File: src/rtl/pwm_sine_pkg.sv
// Shared constants for the PWM sinewave block: quarter-wave sine table,
// phase width default, duty reset value and the quadrant encoding.
`timescale 1ns/1ps
package pwm_sine_pkg;

  localparam int PHASE_BITS_DEF = 14;
  localparam logic [7:0] DUTY_RESET = 8'd128;

  typedef enum logic [1:0] {
    Q0 = 2'd0,
    Q1 = 2'd1,
    Q2 = 2'd2,
    Q3 = 2'd3
  } quadrant_e;

  // round(127*sin(2*pi*k/256)) for k = 0..64
  localparam logic [6:0] Q_TABLE [65] = '{
    7'd0,   7'd3,   7'd6,   7'd9,   7'd12,  7'd16,  7'd19,  7'd22,
    7'd25,  7'd28,  7'd31,  7'd34,  7'd37,  7'd40,  7'd43,  7'd46,
    7'd49,  7'd51,  7'd54,  7'd57,  7'd60,  7'd63,  7'd65,  7'd68,
    7'd71,  7'd73,  7'd76,  7'd78,  7'd81,  7'd83,  7'd85,  7'd88,
    7'd90,  7'd92,  7'd94,  7'd96,  7'd98,  7'd100, 7'd102, 7'd104,
    7'd106, 7'd107, 7'd109, 7'd111, 7'd112, 7'd113, 7'd115, 7'd116,
    7'd117, 7'd118, 7'd120, 7'd121, 7'd122, 7'd122, 7'd123, 7'd124,
    7'd125, 7'd125, 7'd126, 7'd126, 7'd126, 7'd127, 7'd127, 7'd127,
    7'd127
  };

endpackage

File: src/rtl/pwm_sine_lut.sv
// Combinational sine lookup: folds an 8-bit phase index onto the
// quarter-wave table and offsets it around mid-scale (128).
`timescale 1ns/1ps
module pwm_sine_lut
  import pwm_sine_pkg::*;
(
  input  logic [7:0] idx_i,
  output logic [7:0] sample_o
);

  quadrant_e  quad;
  logic [6:0] fold_idx;
  logic [6:0] mag;

  always_comb begin
    quad     = quadrant_e'(idx_i[7:6]);
    fold_idx = {1'b0, idx_i[5:0]};
    // Odd quadrants walk the table backwards, so the peak lands on entry 64.
    if (quad == Q1 || quad == Q3) begin
      fold_idx = 7'd64 - {1'b0, idx_i[5:0]};
    end
    mag = Q_TABLE[fold_idx];
    case (quad)
      Q0, Q1:  sample_o = DUTY_RESET + {1'b0, mag};
      default: sample_o = DUTY_RESET - {1'b0, mag};
    endcase
  end

endmodule

File: src/rtl/pwm_sinewave_example.sv
// Sinewave PWM generator: phase accumulator steps once per 256-clock period
// and the looked-up sample sets the next period's duty. Define SAMPLE_OUT_EN
// to drive the registered duty onto uio_out with all uio pins enabled.
`timescale 1ns/1ps
module pwm_sinewave_example
  import pwm_sine_pkg::*;
#(
  parameter int PHASE_BITS = PHASE_BITS_DEF
) (
  input  logic       clk,
  input  logic       rst_n,
  input  logic       ena,
  input  logic [7:0] ui_in,
  input  logic [7:0] uio_in,
  output logic [7:0] uo_out,
  output logic [7:0] uio_out,
  output logic [7:0] uio_oe
);

  logic [7:0]            cnt_q, cnt_d;
  logic [PHASE_BITS-1:0] phase_q, phase_d;
  logic [7:0]            duty_q, duty_d;
  logic                  pwm_q, pwm_d;
  logic                  pwm_n_q, pwm_n_d;
  logic                  strobe_q, strobe_d;

  logic [PHASE_BITS-1:0] phase_next;
  logic [7:0]            sample;
  logic                  period_end;
  logic                  duty_lt;
  logic                  unused_ok;

  assign unused_ok  = &{1'b0, uio_in};
  assign period_end = ena && (cnt_q == 8'hFF);
  assign phase_next = phase_q + {{(PHASE_BITS-8){1'b0}}, ui_in};

  // Table lookup uses the phase being committed this edge, not the old one.
  pwm_sine_lut u_lut (
    .idx_i    (phase_next[PHASE_BITS-1 -: 8]),
    .sample_o (sample)
  );

  always_comb begin
    cnt_d    = cnt_q;
    phase_d  = phase_q;
    duty_d   = duty_q;
    duty_lt  = (cnt_q < duty_q);
    pwm_d    = ena & duty_lt;
    pwm_n_d  = ena & ~duty_lt;
    strobe_d = period_end;
    if (ena) begin
      cnt_d = cnt_q + 8'd1;
    end
    if (period_end) begin
      phase_d = phase_next;
      duty_d  = sample;
    end
  end

  always_ff @(posedge clk or negedge rst_n) begin
    if (!rst_n) begin
      cnt_q    <= '0;
      phase_q  <= '0;
      duty_q   <= DUTY_RESET;
      pwm_q    <= 1'b0;
      pwm_n_q  <= 1'b0;
      strobe_q <= 1'b0;
    end else begin
      cnt_q    <= cnt_d;
      phase_q  <= phase_d;
      duty_q   <= duty_d;
      pwm_q    <= pwm_d;
      pwm_n_q  <= pwm_n_d;
      strobe_q <= strobe_d;
    end
  end

  assign uo_out = {duty_q[7:3], strobe_q, pwm_n_q, pwm_q};

`ifdef SAMPLE_OUT_EN
  assign uio_out = duty_q;
  assign uio_oe  = 8'hFF;
`else
  assign uio_out = 8'h00;
  assign uio_oe  = 8'h00;
`endif

endmodule

File: config.mk
export PLATFORM = sky130hd
export DESIGN_NAME = pwm_sinewave_example
export DESIGN_NICKNAME = d
export VERILOG_FILES = /design/src/rtl/pwm_sine_pkg.sv /design/src/rtl/pwm_sine_lut.sv /design/src/rtl/pwm_sinewave_example.sv
export SDC_FILE = /design/constraint.sdc
export NUM_CORES = 1
export LEC_CHECK = 0
export CORE_MARGIN = 2
export CORE_UTILIZATION = 52
export DETAILED_ROUTE_END_ITERATION = 8
export PLACE_DENSITY = 0.9
export REMOVE_ABC_BUFFERS = 1
export SLEW_MARGIN = 40
export SYNTH_ARGS = -nofsm -noshare
export SYNTH_HDL_FRONTEND = slang
export SYNTH_SLANG_ARGS = --single-unit
File: constraint.sdc
create_clock -name clk -period 4.6 [get_ports clk]
set_input_delay 0.92 -clock clk [delete_from_list [all_inputs] [get_ports clk]]
set_output_delay 0.92 -clock clk [all_outputs]
set_load 0.02 [all_outputs]
---- Word-level counts from Yosys, hierarchy flattened ----
Memories as Yosys holds them, arrays and structs flattened.
Cells that the tools add are included.
Widths: inputs -> output; s select.
word-level totals
  ROM bits ................................ 896
  bits of input ports ..................... 19
  output and inout bits ................... 24
  word-level logic and storage cells ...... 29
  memories ................................ 1
  register bits ........................... 33
cells by class
  reductions and logical operators ........ 4
  equal/unequal tests ..................... 3
  $add $sub $neg .......................... 5
  bitwise gates (word level) .............. 4
  muxes and demuxes ....................... 4
  order comparisons ....................... 2
memories
  name             words  bits a word  rd ports  clocked after memory_dff  write ports  line                source
  (no name shown)  128    7            1         0                         0            pwm_sine_lut.sv:22  mag = Q_TABLE[fold_idx];
operators with widths
  operator             number
  $mux 7               3
  $add 14x8->14        1
  $add 8x1->8 const B  1
  $add 8x7->8 const A  1
  $eq 8x8->1 const B   1
  $ge 8x8->1 const B   1
  $lt 8x8->1           1
  $mux 8               1
  $not 7->8            1
  $sub 8x7->8 const A  1
  $sub 7x6->7 const A  1
  $and 1x1->1          2
  $eq 2x1->1 const B   1
  $eq 2x2->1 const B   1
  $logic_not 2->1      1
  $reduce_or 2->1      1
  $logic_and 1x1->1    1
  $logic_or 1x1->1     1
  $not 1->1            1

---- Longest topological paths before layout ----
  word-level depth ........................ 10
  depth in mapped cells ................... 25
  gate-level depth less buffers ........... 22

---- Hierarchy ----
Synthesis repeated with hierarchy kept, for this count alone.
second synthesis, totals
  cell total of the unflattened synthesis .. 373
  area, all modules ....................... 3,494.6 um^2
by module, submodules not included
  module                area each (um^2)  cells each  seq. area each (um^2)  instances
  pwm_sinewave_example  2,189.6           210         827.0                  1
  pwm_sine_lut          1,305.0           163         0.0                    1

---- Worst setup path before layout ----
OpenSTA, ideal clock, no wires.
  kind .................................... in2reg
  start ................................... input port ui_in[0]
  end ..................................... register duty_q[7]
  setup time .............................. 77 ps
  required time ........................... 4,523 ps
  arrival ................................. 5,407 ps
  stages on the path ...................... 24
  path buffers ............................ 3
  slack ................................... -883 ps
  path through ............................ ha_1 inv_1 fa_1 nor2b_4 o2111a_1 or3_4 and2_1 clkbuf_1 inv_1 ha_1 clkbuf_1 inv_1 nand4_1 a21oi_1 a211oi_1 o21a_1 clkbuf_1 o2111ai_1 o311ai_0 nor3_1 nor3_2 nand4_1 or4_1 a22oi_2
between the ends
  elaborated cells on any way between the ends .. 15
  those cells by class .................... 4 x add/sub; 2 x eq/ne; 4 x mux; 1 x bitwise; 3 x reduce/logical; 1 x memory
RTL lines
  what                                          line                                    source
  start, declared                               pwm_sinewave_example.sv:13              input logic [7:0] ui_in,
  $add 14x8->14 *                               pwm_sinewave_example.sv:35              assign phase_next = phase_q + {{(PHASE_BITS-8){1'b0}}, ui_in};
  net phase_next[6]                             pwm_sinewave_example.sv:27              logic [PHASE_BITS-1:0] phase_next;
  $sub 7x6->7                                   pwm_sine_lut.sv:20                      fold_idx = 7'd64 - {1'b0, idx_i[5:0]};
  $mux 7 *                                      pwm_sine_lut.sv:19                      if (quad == Q1 || quad == Q3) begin
  $not 7->8 (implied by the code) *             pwm_sine_lut.sv:22
  $mem_v2 128x7 *                               --
  $mux 7 (implied by the code) * (2 in series)  pwm_sine_lut.sv:22
  $sub 8x7->8 or $add 8x7->8 (tied branches)    pwm_sine_lut.sv:25, pwm_sine_lut.sv:24
  $mux 8 *                                      pwm_sine_lut.sv:23                      case (quad)
  end signal, assigned                          pwm_sinewave_example.sv:71              duty_q <= duty_d;
  end, declared                                 pwm_sinewave_example.sv:22              logic [7:0] duty_q, duty_d;
Mark *: on every way through the listed nets, which the timed path passes. The rest lies on a longest branch. The select of a mux whose other input is x is not followed.
A chain may end at the register's enable or synchronous reset.

---- Final worst setup path ----
  start ................................... input port ui_in[0]
  end ..................................... register duty_q[6]
between the ends
  cells in the longest elaborated chain, start to end .. 10
  elaborated cells on any way between the ends .. 15
  those cells by class .................... 4 x add/sub; 2 x eq/ne; 4 x mux; 1 x bitwise; 3 x reduce/logical; 1 x memory
ends and longest elaborated chain
  what                                                 line
  $add 14x8->14 *                                      pwm_sinewave_example.sv:35
  branches (longest 8 deep; another with $sub 8x7->8)  --
  $mux 8 *                                             pwm_sine_lut.sv:23
Mark *: on every way between the ends. The select of a mux whose other input is x is not followed.

==> impl_metrics.toml <==
[synthesis]
synth_cell_types = 84
avgSynthCellArea_um2 = 8.472
synth-async-reset-ratio = 1.000
ys_ff_latch = 33
synth_area_um2 = 3516
seq_area_frac_synth = 0.2352
synthCells = 415
synth_top_flop_cell = "dfrtp_1"
synth_edf_count = 0
yosys_warnings = 0

[critical_path]
slowest_stage = "mux4_2"
reg2reg_from = "phase_q[0]$_DFFE_PN0P_"
timing_worst_setup_path_type = "input port to flop"
end_kind = "flop"
critPathMaxFanout = 6
path_cells = "buf_6 -> ha_4 -> inv_2 -> fa_2 -> nor2b_4 -> o2111a_1 -> or3_4 -> and2_4 -> inv_4 -> ha_4 -> inv_4 -> nand4_1 -> a21oi_2 -> a211oi_2 -> o21a_1 -> buf_6 -> buf_6 -> mux4_2 -> o21ai_4 -> a211oi_4 -> ha_4 -> a41oi_2 -> xor2_1 -> o21ai_1"
max_stage_delay_ns = 0.52
cp_data_required_time_ns = 4.80
crit_buf_inv = 6
cp-start-kind = "input port"
crit_start = "ui_in[0]"
ff2ff_path_depth = 23
critPathTopFamily = "compound AO/OA/AOI/OAI gates"
cp.arrival_ns = 5.24
cp.depth = 24

[cts]
root_buffer = "clkbuf_8"
htree_levels = 2
clk_pin_slew_ns = 0.09
clock-sinks = 33
numCtsBuffers = 5
clk_latency_ns = 0.33
cts_tree = "built"
cts_buffer_depth = 2
cts_hold_buffers = 0

[power]
ir_worst_vdd_v = 0.0001845
sequentialPowerShare = 0.365
combPwrFrac = 0.326
p_leak_nw = 2.286
swShare = 0.3767
intPower_uw = 642.7
clockPowerShare = 0.309
p_sw_uw = 388.4
powerDensity_nw_per_um2 = 196.5

[sta]
slew_viol_final = 0
tightest_slew_ns = 0.8743
fin_ws_ns = -0.4409
maxSlewHeadroom = 0.4155
grt_setup_unrepaired = "yes"
skew_ns = 0.03078
clock.fmax_mhz = 198.4
finalHoldViolations = 0
min_period_ns = 5.041
setup_violations = 8
post-route-period-util = 1.096

[cells_and_area]
design_area_um2 = 5246
final_cell_mix = "buf_4, nand2_1, dfrtp_1"
fin_nets = 591
seq_area_um2 = 827.0
fillerInstances = 309
final_common_cell = "buf_4"
area_delta_synth_final_pct = 49.22
fin_util = 0.8123
drive_gt1_frac = 0.4517
multi_input_area_um2 = 2887

[global_routing]
first_global_vias = 4572
grt_max_degree = 34
track_usage = 0.4162
grt_pass1_wl_mm = 23.87
overflow = 0
antenna_found_initial = 1

[drt]
postRouteAntennaNets = 0
wl_mm = 17.38
wl_per_cell_um = 27.73
routed_via_density = 7.622
route.detailed.drc = 40
firstDrtPassIters = 9
drt_iter0_drc = 910
via_count = 4779

[place]
hpwl_mm = 7.881
port_buffers = 18
gp_congestion = 1.020
placed_area_um2 = 4402
dp_slack_ns = -1.046

[die]
dieArea_um2 = 7435
ios = 43
row_count = 29
core-area_um2 = 6459
die_w_um = 86.23
dieHeight_um = 86.23
start_util = 0.5444

[status]
outcome = "complete, but fails checks"
failed_checks = "DRC, setup timing"

[worst_hold_path]
hp-start = "phase_q[13]$_DFFE_PN0P_"
min_path_type = "flop to flop"
hold_depth = 1

[run]
drv_cap = 0
[power groups by stage]
stage,logic [mW],clock network [mW],registers [mW]
2_1_floorplan,0.153,0,0.357
3_3_place_gp,0.214,0,0.363
3_5_place_dp,0.240,0,0.368
4_1_cts,0.265,0.291,0.363
5_1_grt,0.355,0.325,0.375
6_report,0.336,0.319,0.376
[metal layers]
metal	GRT usage	vias to the layer above	routed length (µm)
met5	0	-	0
met4	0.3494	0	1997
met3	0.1286	249	2342
met2	0.6596	607	7404
met1	0.4535	2149	5639
li1	-	1774	-
[timing repair]
item | CTS | global route
buffers inserted | 14 | 17
pin swaps | 34 | 41
setup endpoints to repair | 8 | 8
resized for setup | 87 | 35
gates cloned | 0 | 0
[cell type report]
| type | count | share of cell area |
|---|---|---|
| antenna | 1 | 0.0004770 |
| clock buffer | 7 | 0.01646 |
| clock inverter | 1 | 0.005724 |
| inverter | 16 | 0.01240 |
| multi-input combinational | 335 | 0.5502 |
| sequential | 33 | 0.1576 |
| tap | 77 | 0.01836 |
| timing repair buffer | 157 | 0.2387 |
[cell usage after synthesis, drive strengths merged (3+ instances only)]
cell,instances,share of area
nor2,21,0.024
nand3,12,0.019
nor2b,6,0.013
o211a,3,0.0085
inv,16,0.017
o221a,3,0.012
a22oi,3,0.0078
o21ai,33,0.048
a211oi,14,0.036
a21oi,19,0.029
a41oi,4,0.010
and3,5,0.010
and2,5,0.0089
clkbuf,10,0.011
a31oi,3,0.0053
nand2b,3,0.0053
a2111oi,3,0.018
dfrtp,32,0.23
o21a,8,0.017
buf,36,0.070
nand2,37,0.042
a21o,5,0.011
xor2,13,0.032
o2111a,3,0.0096
xnor2,15,0.037
or2,5,0.0089
nor3,10,0.019
ha,23,0.082
nor4,3,0.0053
nand4,13,0.023
o211ai,10,0.021
[state kept, by name (all words and copies together) (netlist names)]
signal,cells
pwm_q,1
pwm_n_q,1
cnt_q,8
phase_q,14
duty_q,8
strobe_q,1
[through the flow]
| stage | hold WS, ns | TNS, ns | power (mW) | instances |
|---|---|---|---|---|
| 2_1_floorplan | 0.4498 | -4.648 | 0.5092 | 384 |
| 3_3_place_gp | 0.4632 | -6.056 | 0.5770 | 589 |
| 3_5_place_dp | 0.4778 | -7.256 | 0.6076 | 589 |
| 4_1_cts | 0.5072 | -0.1962 | 0.9180 | 609 |
| 5_1_grt | 0.5193 | -3.308 | 1.054 | 627 |
| 6_report | 0.5125 | -2.748 | 1.031 | 627 |
[worst paths after layout]
path / to / slack, ns
min: phase_q[13]$_DFFE_PN0P_ / 0.51
min reg2reg: phase_q[13]$_DFFE_PN0P_ / 0.51
max in group asynchronous: cnt_q[1]$_DFFE_PN0P_ / 3.24
min in group asynchronous: phase_q[7]$_DFFE_PN0P_ / 0.99
max: duty_q[6]$_DFFE_PN0P_ / -0.44
max reg2reg: duty_q[6]$_DFFE_PN0P_ / -0.20
[cell families (layout without fill, tap and decap cells)]
| logic type | Yosys count | count (layout) | share of synthesized area |
|---|---|---|---|
| buffers and inverters | 62 | 181 | 0.09822 |
| adder cells (fa/ha/maj) | 24 | 24 | 0.08755 |
| XOR/XNOR | 28 | 28 | 0.06975 |
| AND/OR/NAND/NOR | 128 | 128 | 0.1968 |
| AO/OA/AOI/OAI | 135 | 135 | 0.2961 |
| multiplexers | 4 | 4 | 0.01530 |
| other | 1 | 17 | 0.001067 |
| flip-flops | 33 | 33 | 0.2352 |
Note: power is estimated with default switching activity, not from simulation.
